<file path="src/rtl/rv32i_types.sv">
// Shared RV32I types for the reservation station, issue unit and broadcast path.
// Encodings follow funct3: alu_ops for OP/OP-IMM, cmp_ops for BRANCH.
package rv32i_types;

  localparam int XLEN   = 32;
  localparam int TAG_W  = 4;
  // Wide enough for the 15-entry ALU station.
  localparam int SLOT_W = 4;

  typedef enum logic [2:0] {
    alu_add  = 3'b000,
    alu_sll  = 3'b001,
    alu_slt  = 3'b010,
    alu_sltu = 3'b011,
    alu_xor  = 3'b100,
    alu_sr   = 3'b101,
    alu_or   = 3'b110,
    alu_and  = 3'b111
  } alu_ops;

  typedef enum logic [2:0] {
    cmp_beq  = 3'b000,
    cmp_bne  = 3'b001,
    cmp_blt  = 3'b100,
    cmp_bge  = 3'b101,
    cmp_bltu = 3'b110,
    cmp_bgeu = 3'b111
  } cmp_ops;

  typedef struct packed {
    logic [TAG_W-1:0] tag;
    alu_ops           alu_opcode;
    cmp_ops           cmp_opcode;
    logic [6:0]       funct7;
    logic [XLEN-1:0]  r1;
    logic [XLEN-1:0]  r2;
    logic             valid;
  } rs_t;

  typedef struct packed {
    logic            rdy;
    logic [XLEN-1:0] data;
  } sal_t;

  typedef struct packed {
    logic             valid;
    logic [TAG_W-1:0] front_tag;
    logic [TAG_W-1:0] rear_tag;
    logic [TAG_W-1:0] flush_tag;
  } flush_t;

  typedef struct packed {
    logic              valid;
    logic [SLOT_W-1:0] slot;
    logic [TAG_W-1:0]  tag;
    logic [XLEN-1:0]   r1;
    logic [XLEN-1:0]   r2;
    alu_ops            alu_op;
    cmp_ops            cmp_op;
    logic              funct7_5;
    logic              acu;
  } issue_stage_t;

endpackage

</file>
<file path="src/rtl/alu_cmp_unit.sv">
// Combinational ALU and branch comparator between issue stages S1 and S2.
// Zero latency, no state, no backpressure of its own.
module alu_cmp_unit
  import rv32i_types::*;
(
  input  alu_ops            alu_op,
  input  cmp_ops            cmp_op,
  input  logic              funct7_5,
  input  logic              is_cmp,
  input  logic [XLEN-1:0]   r1,
  input  logic [XLEN-1:0]   r2,
  output logic [XLEN-1:0]   result
);

  logic [4:0]      shamt;
  logic [XLEN-1:0] alu_res;
  logic            cmp_res;

  assign shamt = r2[4:0];

  always_comb begin
    alu_res = '0;
    case (alu_op)
      alu_add:  alu_res = funct7_5 ? (r1 - r2) : (r1 + r2);
      alu_sll:  alu_res = r1 << shamt;
      alu_slt:  alu_res = {{(XLEN-1){1'b0}}, $signed(r1) < $signed(r2)};
      alu_sltu: alu_res = {{(XLEN-1){1'b0}}, r1 < r2};
      alu_xor:  alu_res = r1 ^ r2;
      alu_sr:   alu_res = funct7_5 ? XLEN'($signed(r1) >>> shamt) : (r1 >> shamt);
      alu_or:   alu_res = r1 | r2;
      alu_and:  alu_res = r1 & r2;
      default:  alu_res = '0;
    endcase
  end

  always_comb begin
    cmp_res = 1'b0;
    case (cmp_op)
      cmp_beq:  cmp_res = (r1 == r2);
      cmp_bne:  cmp_res = (r1 != r2);
      cmp_blt:  cmp_res = ($signed(r1) < $signed(r2));
      cmp_bge:  cmp_res = ($signed(r1) >= $signed(r2));
      cmp_bltu: cmp_res = (r1 < r2);
      cmp_bgeu: cmp_res = (r1 >= r2);
      default:  cmp_res = 1'b0;
    endcase
  end

  assign result = is_cmp ? {{(XLEN-1){1'b0}}, cmp_res} : alu_res;

endmodule

</file>
<file path="src/rtl/alu_issue_unit.sv">
// Picks the lowest ready entry, runs it through S1 -> S2 and broadcasts when cdb_ready.
// Latency 2 edges to broadcast; S2 stalls on !cdb_ready, S1 and issue stall behind it.
module alu_issue_unit
  import rv32i_types::*;
#(
  parameter int size     = 15,
  parameter int rob_size = 15
) (
  input  logic                        clk,
  input  logic                        rst_n,
  input  flush_t                      flush,
  input  rs_t                         data [size],
  input  logic [size-1:0]             acu_operation,
  input  logic [size-1:0]             ready,
  input  logic                        cdb_ready,
  output sal_t                        broadcast_bus [size],
  output logic                        result_valid,
  output logic [$clog2(rob_size)-1:0] result_tag,
  output logic [XLEN-1:0]             result_data,
  output logic                        busy
);

  issue_stage_t      s1, s1_new;
  logic              s2_valid;
  logic [SLOT_W-1:0] s2_slot;
  logic [TAG_W-1:0]  s2_tag;
  logic [XLEN-1:0]   s2_result;
  logic [XLEN-1:0]   alu_out;

  logic [size-1:0]   inflight, inflight_nxt;
  logic              sel_found;
  logic [SLOT_W-1:0] sel_idx;
  logic              s2_accept, s2_free, s1_free, issue;
  logic              unused_ok;

  assign s2_accept = s2_valid && cdb_ready;
  assign s2_free   = !s2_valid || cdb_ready;
  assign s1_free   = !s1.valid || s2_free;
  assign issue     = sel_found && s1_free && !flush.valid;

  // Descending scan so the lowest eligible index wins.
  always_comb begin
    sel_found = 1'b0;
    sel_idx   = '0;
    for (int i = size - 1; i >= 0; i--) begin
      if (ready[i] && data[i].valid && !inflight[i]) begin
        sel_found = 1'b1;
        sel_idx   = SLOT_W'(i);
      end
    end
  end

  always_comb begin
    s1_new          = '0;
    s1_new.valid    = sel_found;
    s1_new.slot     = sel_idx;
    s1_new.tag      = data[sel_idx].tag;
    s1_new.r1       = data[sel_idx].r1;
    s1_new.r2       = data[sel_idx].r2;
    s1_new.alu_op   = data[sel_idx].alu_opcode;
    s1_new.cmp_op   = data[sel_idx].cmp_opcode;
    s1_new.funct7_5 = data[sel_idx].funct7[5];
    s1_new.acu      = acu_operation[sel_idx];
  end

  // Clear on accept/flush before set on issue; an issuing slot is never one being cleared.
  always_comb begin
    inflight_nxt = inflight;
    if (s2_accept) inflight_nxt[s2_slot] = 1'b0;
    if (flush.valid && s1.valid) inflight_nxt[s1.slot] = 1'b0;
    if (issue) inflight_nxt[sel_idx] = 1'b1;
  end

  alu_cmp_unit u_alu_cmp (
    .alu_op   (s1.alu_op),
    .cmp_op   (s1.cmp_op),
    .funct7_5 (s1.funct7_5),
    .is_cmp   (s1.acu),
    .r1       (s1.r1),
    .r2       (s1.r2),
    .result   (alu_out)
  );

  always_ff @(posedge clk or negedge rst_n) begin
    if (!rst_n) begin
      inflight <= '0;
      s1       <= '0;
    end else begin
      inflight <= inflight_nxt;
      if (flush.valid) begin
        s1.valid <= 1'b0;
      end else if (s1_free) begin
        s1 <= s1_new;
      end
    end
  end

  // A flushed S1 entry is dropped rather than moved into S2.
  always_ff @(posedge clk or negedge rst_n) begin
    if (!rst_n) begin
      s2_valid  <= 1'b0;
      s2_slot   <= '0;
      s2_tag    <= '0;
      s2_result <= '0;
    end else if (s2_free) begin
      s2_valid  <= s1.valid && !flush.valid;
      s2_slot   <= s1.slot;
      s2_tag    <= s1.tag;
      s2_result <= alu_out;
    end
  end

  always_comb begin
    for (int i = 0; i < size; i++) begin
      broadcast_bus[i] = '0;
      if (s2_accept && (s2_slot == SLOT_W'(i))) begin
        broadcast_bus[i].rdy  = 1'b1;
        broadcast_bus[i].data = s2_result;
      end
    end
  end

  assign result_valid = s2_accept;
  assign result_tag   = s2_accept ? s2_tag : '0;
  assign result_data  = s2_accept ? s2_result : '0;
  assign busy         = s1.valid || s2_valid;

  always_comb begin
    unused_ok = ^{flush.front_tag, flush.rear_tag, flush.flush_tag};
    for (int i = 0; i < size; i++) begin
      unused_ok = unused_ok ^ (^{data[i].funct7[6], data[i].funct7[4:0]});
    end
  end

endmodule

</file>
<file path="config.mk">
export PLATFORM = sky130hd
export DESIGN_NAME = alu_issue_unit
export DESIGN_NICKNAME = d
export VERILOG_FILES = /design/src/rtl/rv32i_types.sv /design/src/rtl/alu_cmp_unit.sv /design/src/rtl/alu_issue_unit.sv
export SDC_FILE = /design/constraint.sdc
export NUM_CORES = 1
export LEC_CHECK = 0
export ABC_AREA = 1
export BUFFER_PORTS_ARGS = -buffer_cell sky130_fd_sc_hd__buf_2
export CAP_MARGIN = 20
export CORE_AREA = 4 4 698 700
export CTS_CLUSTER_DIAMETER = 120
export DETAILED_ROUTE_END_ITERATION = 10
export DIE_AREA = 0 0 702 704
export PLACE_DENSITY = 0.3
export SYNTH_ARGS = -nofsm -noshare
export SYNTH_HDL_FRONTEND = slang
export SYNTH_HIERARCHICAL = 1
export SYNTH_SLANG_ARGS = --single-unit
</file>
<file path="constraint.sdc">
create_clock -name clk -period 2.55 [get_ports clk]
set_input_delay 0.3825 -clock clk [delete_from_list [all_inputs] [get_ports clk]]
set_output_delay 0.3825 -clock clk [all_outputs]
set_load 0.02 [all_outputs]
</file>
==> results.txt <==
run status - complete, but fails checks
violated checks - setup timing
asr flop ratio synth - 1.00
WL per Instance - 28.0 µm
Overall Global Routing Usage - 0.162
portion of total power attributed to sequential cells - 0.056
distinct cell type count of the synthesized netlist - 49
mean post-synth cell area - 4.91 µm²
Overall Power - 76.7 mW
share of post-route cells with drive strength above 1 - 0.395
clock power share - 0.044
largest net degree at the start of global routing - 82
post-placement cell area - 53800 µm²
final non-filler cell area - 58200 µm²
starting density of the core - 0.0616
max-slew violation count - 0
number of H-tree branching levels - 4
CP Capture Type - flip-flop
number of buffers on the longest clock path - 3
Worst Hold Depth - 2
maximum clock rate - 0.292 GHz
final weighted congestion in routability-driven placement - 0.937
P per Cell Area - 1320 nW/µm²
yosys warns - 6
horizontal die dimension - 702 µm
most frequent CP cell - nand2_1
WHS - 0.110 ns
nature of the critical path startpoint - flip-flop
global route total overflow - 0
post-route minimum period - 3.42 ns
Worst Setup Slack, final - -0.874 ns
synthesized instance count - 6037
overall via count from detail_route - 51400
class of the most critical setup path - reg -> reg
detail-routed via count per cell - 3.43
switching power - 46.2 mW
sequential share of the synthesized area - 0.116
final count of hold timing violations - 0
Core Region - 481000 µm²
post-route setup TNS - -110.47 ns
final wirelength - 419 mm
number of enable-type register cells in the synthesized netlist - 0
Die ar. - 494000 µm²
TritonCTS clock tree - done
Comb power frac - 0.900
peak supply drop - 0.458 mV
I/O pins - 1809
vertical die dimension - 704 µm
final count of negative-setup-slack endpoints - 494
sink count of the clock tree - 137
RSZ-0062 raised after global routing - yes
hold crit path type - in -> reg
internal portion of total power - 30.5 mW
number of antenna violations at the first check in global routing - 257
first-pass GRT wire length - 527 mm
count of input and output buffers - 1706
clock latency reported for the late side of the worst-skew pair - 0.58 ns
top flip-flop cell by instance count after synthesis - dfrtp_1
Least-Margin Pin Slew - 0.860 ns
standard cell with the maximum stage delay on the critical path - dfrtp_2
count of nets left with antenna violations after detail routing - 0
Root Buffer Master - clkbuf_16
clock slew at the register clock pins of the worst setup and hold paths - 0.08 ns
critical path, cell by cell - nand3b_1, nand2_1, nand2_1, nand2_1, nand2_1, nand2_1, nand2_1, nand2_1, nand2_2, nand2_8, buf_12, buf_16, nand3b_1, nand3_1, buf_12, nand3_1, nand2_1, nand2_1, nor2_4, buf_4, nor2_1
CP peak stage delay - 0.48 ns
CP Max Fanout - 8
tightest slew margin relative to the limit - 0.427
via count of the first global-routing pass - 51400
number of cells traversed by the worst register-to-register path - 21
cell leakage power - 29.1 nW
setup skew after layout - 0.0455 ns
net total in the final layout - 9766
final worst path period share - 1.34
max capacitance violation total - 0
data arrival time at the worst-slack endpoint - 3.86 ns
number of CTS-inserted buffers - 25
Remaining DRCs - 0
netlist area before placement - 29600 µm²
synthesized flop and latch total - 137
number of violations reported at the end of detailed-routing iteration 0 - 4764
fillcell total - 57700
utilization of the core after routing - 0.121
Mapped Nets - 7412
Syn-to-layout area delta - 96.3%
number of optimization iterations in the first detailed-route pass - 6
switch share - 0.603
HPWL after detailed placement - 366 mm
Cell Rows - 255
Required @ worst endpoint - 2.99 ns
through the flow:
step / instances / setup WS, ns
after detailed placement: 14700 / -1.73
final: 15000 / -0.874
after global routing: 14900 / -0.898
after CTS: 14800 / -0.777
after global placement: 14700 / -1.86
after floorplan: 6037 / 0.0112
critical path, delay by kind of cell, from the launching register on:
family | cells | cell delay (ns)
and+or+nand+nor | 17 | 2.05
buffers and inverters | 4 | 0.68
DFF | 1 | 0.48
cells by family after synthesis:
kind of cell | synth area share
mux | 0.00135
compound gates | 0.129
fa+ha+maj | 0.0423
buf+inv | 0.134
xor+xnor | 0.00236
simple gates | 0.575
flops | 0.116
per-layer routing:
metal	wire length, µm	up-vias	track usage	share of wire
met5	699	-	0	0.0017
met4	15900	106	0.0507	0.038
met3	32700	544	0.0421	0.078
met2	195000	2341	0.272	0.47
met1	175000	24700	0.202	0.42
li1	-	23800	-	-
cells in the mapped netlist, types with 9 or more instances:
cell      count  area (µm²)
a211oi_1     12        90.1
buf_2       136         681
o211ai_1     35         263
nor3_1       19        95.1
clkbuf_1    177         664
nand4_1      16         100
nand2_1    2245        8430
o21bai_1     13        97.6
o21ai_1      20         100
nand3b_1    160        1200
nor2_1     1028        3860
nand3_1     529        2650
or2_2        12        75.1
or2_0        70         438
dfrtp_1     137        3430
buf_1        81         304
o21a_1       13        97.6
o21ai_0     275        1380
clkinv_1     34         128
o22ai_1       9        56.3
ha_1         97        1210
inv_1       521        1960
a21oi_1     285        1430
inv_2        12        45.0
buf_4        20         150
flip-flops by register name, indices dropped and copies added, names as in the netlist:
register,count
s2_tag,4
s2_slot,4
s2_valid,1
s2_result,32
inflight,15
s1,81
worst paths after layout:
path	from	to	slack [ns]
worst min register to register	s2_result[10]	s2_result[10]	0.53
worst max register to register	inflight[9]	s1[43]	-0.87
worst min-delay path	flush[12]	s2_valid	0.11
min in group asynchronous	rst_n	s1[54]	0.50
max in group asynchronous	rst_n	inflight[9]	1.20
worst max-delay path	inflight[9]	s1[43]	-0.87
what timing repair did:
item | 4_1_cts | 5_1_grt
hold buffers | 1 | 0
endpoints found under the setup margin | 564 | 596
setup buffers | 32 | 22
cloned | 11 | 3
hold endpoints to repair | 61 | 0
pin swaps | 63 | 92
gates resized for setup | 426 | 313
area by class of cell:
type / instances / area, µm² / share of cell area
Multi-Input combinational cell: 4915 / 24300 / 0.418
Timing Repair Buffer: 2744 / 19000 / 0.327
Tap cell: 6425 / 8040 / 0.138
Sequential cell: 137 / 3450 / 0.0592
Inverter: 568 / 2220 / 0.0381
Clock buffer: 31 / 678 / 0.0117
Antenna cell: 170 / 425 / 0.00731
Clock inverter: 2 / 10.0 / 0.000172
placed cells by master, fill, tap and decap left out, types with 13 or more instances in the layout:
| cell type | netlist | layout |
|---|---|---|
| or2_0 | 70 | 65 |
| dfrtp_2 | 0 | 15 |
| nand2_2 | 2 | 190 |
| inv_1 | 521 | 493 |
| buf_8 | 0 | 14 |
| a21oi_2 | 0 | 18 |
| inv_2 | 12 | 45 |
| nand3b_1 | 160 | 160 |
| diode_2 | 0 | 170 |
| nand4_1 | 16 | 16 |
| buf_12 | 0 | 150 |
| nand2_1 | 2245 | 2002 |
| o21a_1 | 13 | 13 |
| o21ai_0 | 275 | 251 |
| nor3_1 | 19 | 17 |
| buf_4 | 20 | 795 |
| ha_1 | 97 | 84 |
| nor2_1 | 1028 | 956 |
| buf_16 | 0 | 18 |
| nand2_4 | 1 | 47 |
| o211ai_1 | 35 | 35 |
| o21ai_1 | 20 | 38 |
| a21oi_1 | 285 | 261 |
| nand3_1 | 529 | 454 |
| nand3_2 | 1 | 59 |
| nor2_4 | 2 | 30 |
| clkbuf_16 | 0 | 28 |
| buf_6 | 3 | 54 |
| clkinv_1 | 34 | 18 |
| nand3_4 | 0 | 17 |
| nor2_2 | 1 | 45 |
| buf_2 | 136 | 1705 |
| dfrtp_1 | 137 | 122 |
power groups by stage:
stage | logic [mW] | registers, mW | clock network, mW
6_report | 69.0 | 4.31 | 3.34
5_1_grt | 73.5 | 4.42 | 3.56
4_1_cts | 67.4 | 4.34 | 3.56
3_5_place_dp | 63.7 | 4.36 | 0
3_3_place_gp | 64.2 | 4.37 | 0
2_1_floorplan | 25.1 | 3.86 | 0
Note: power is estimated with default switching activity, not from simulation.
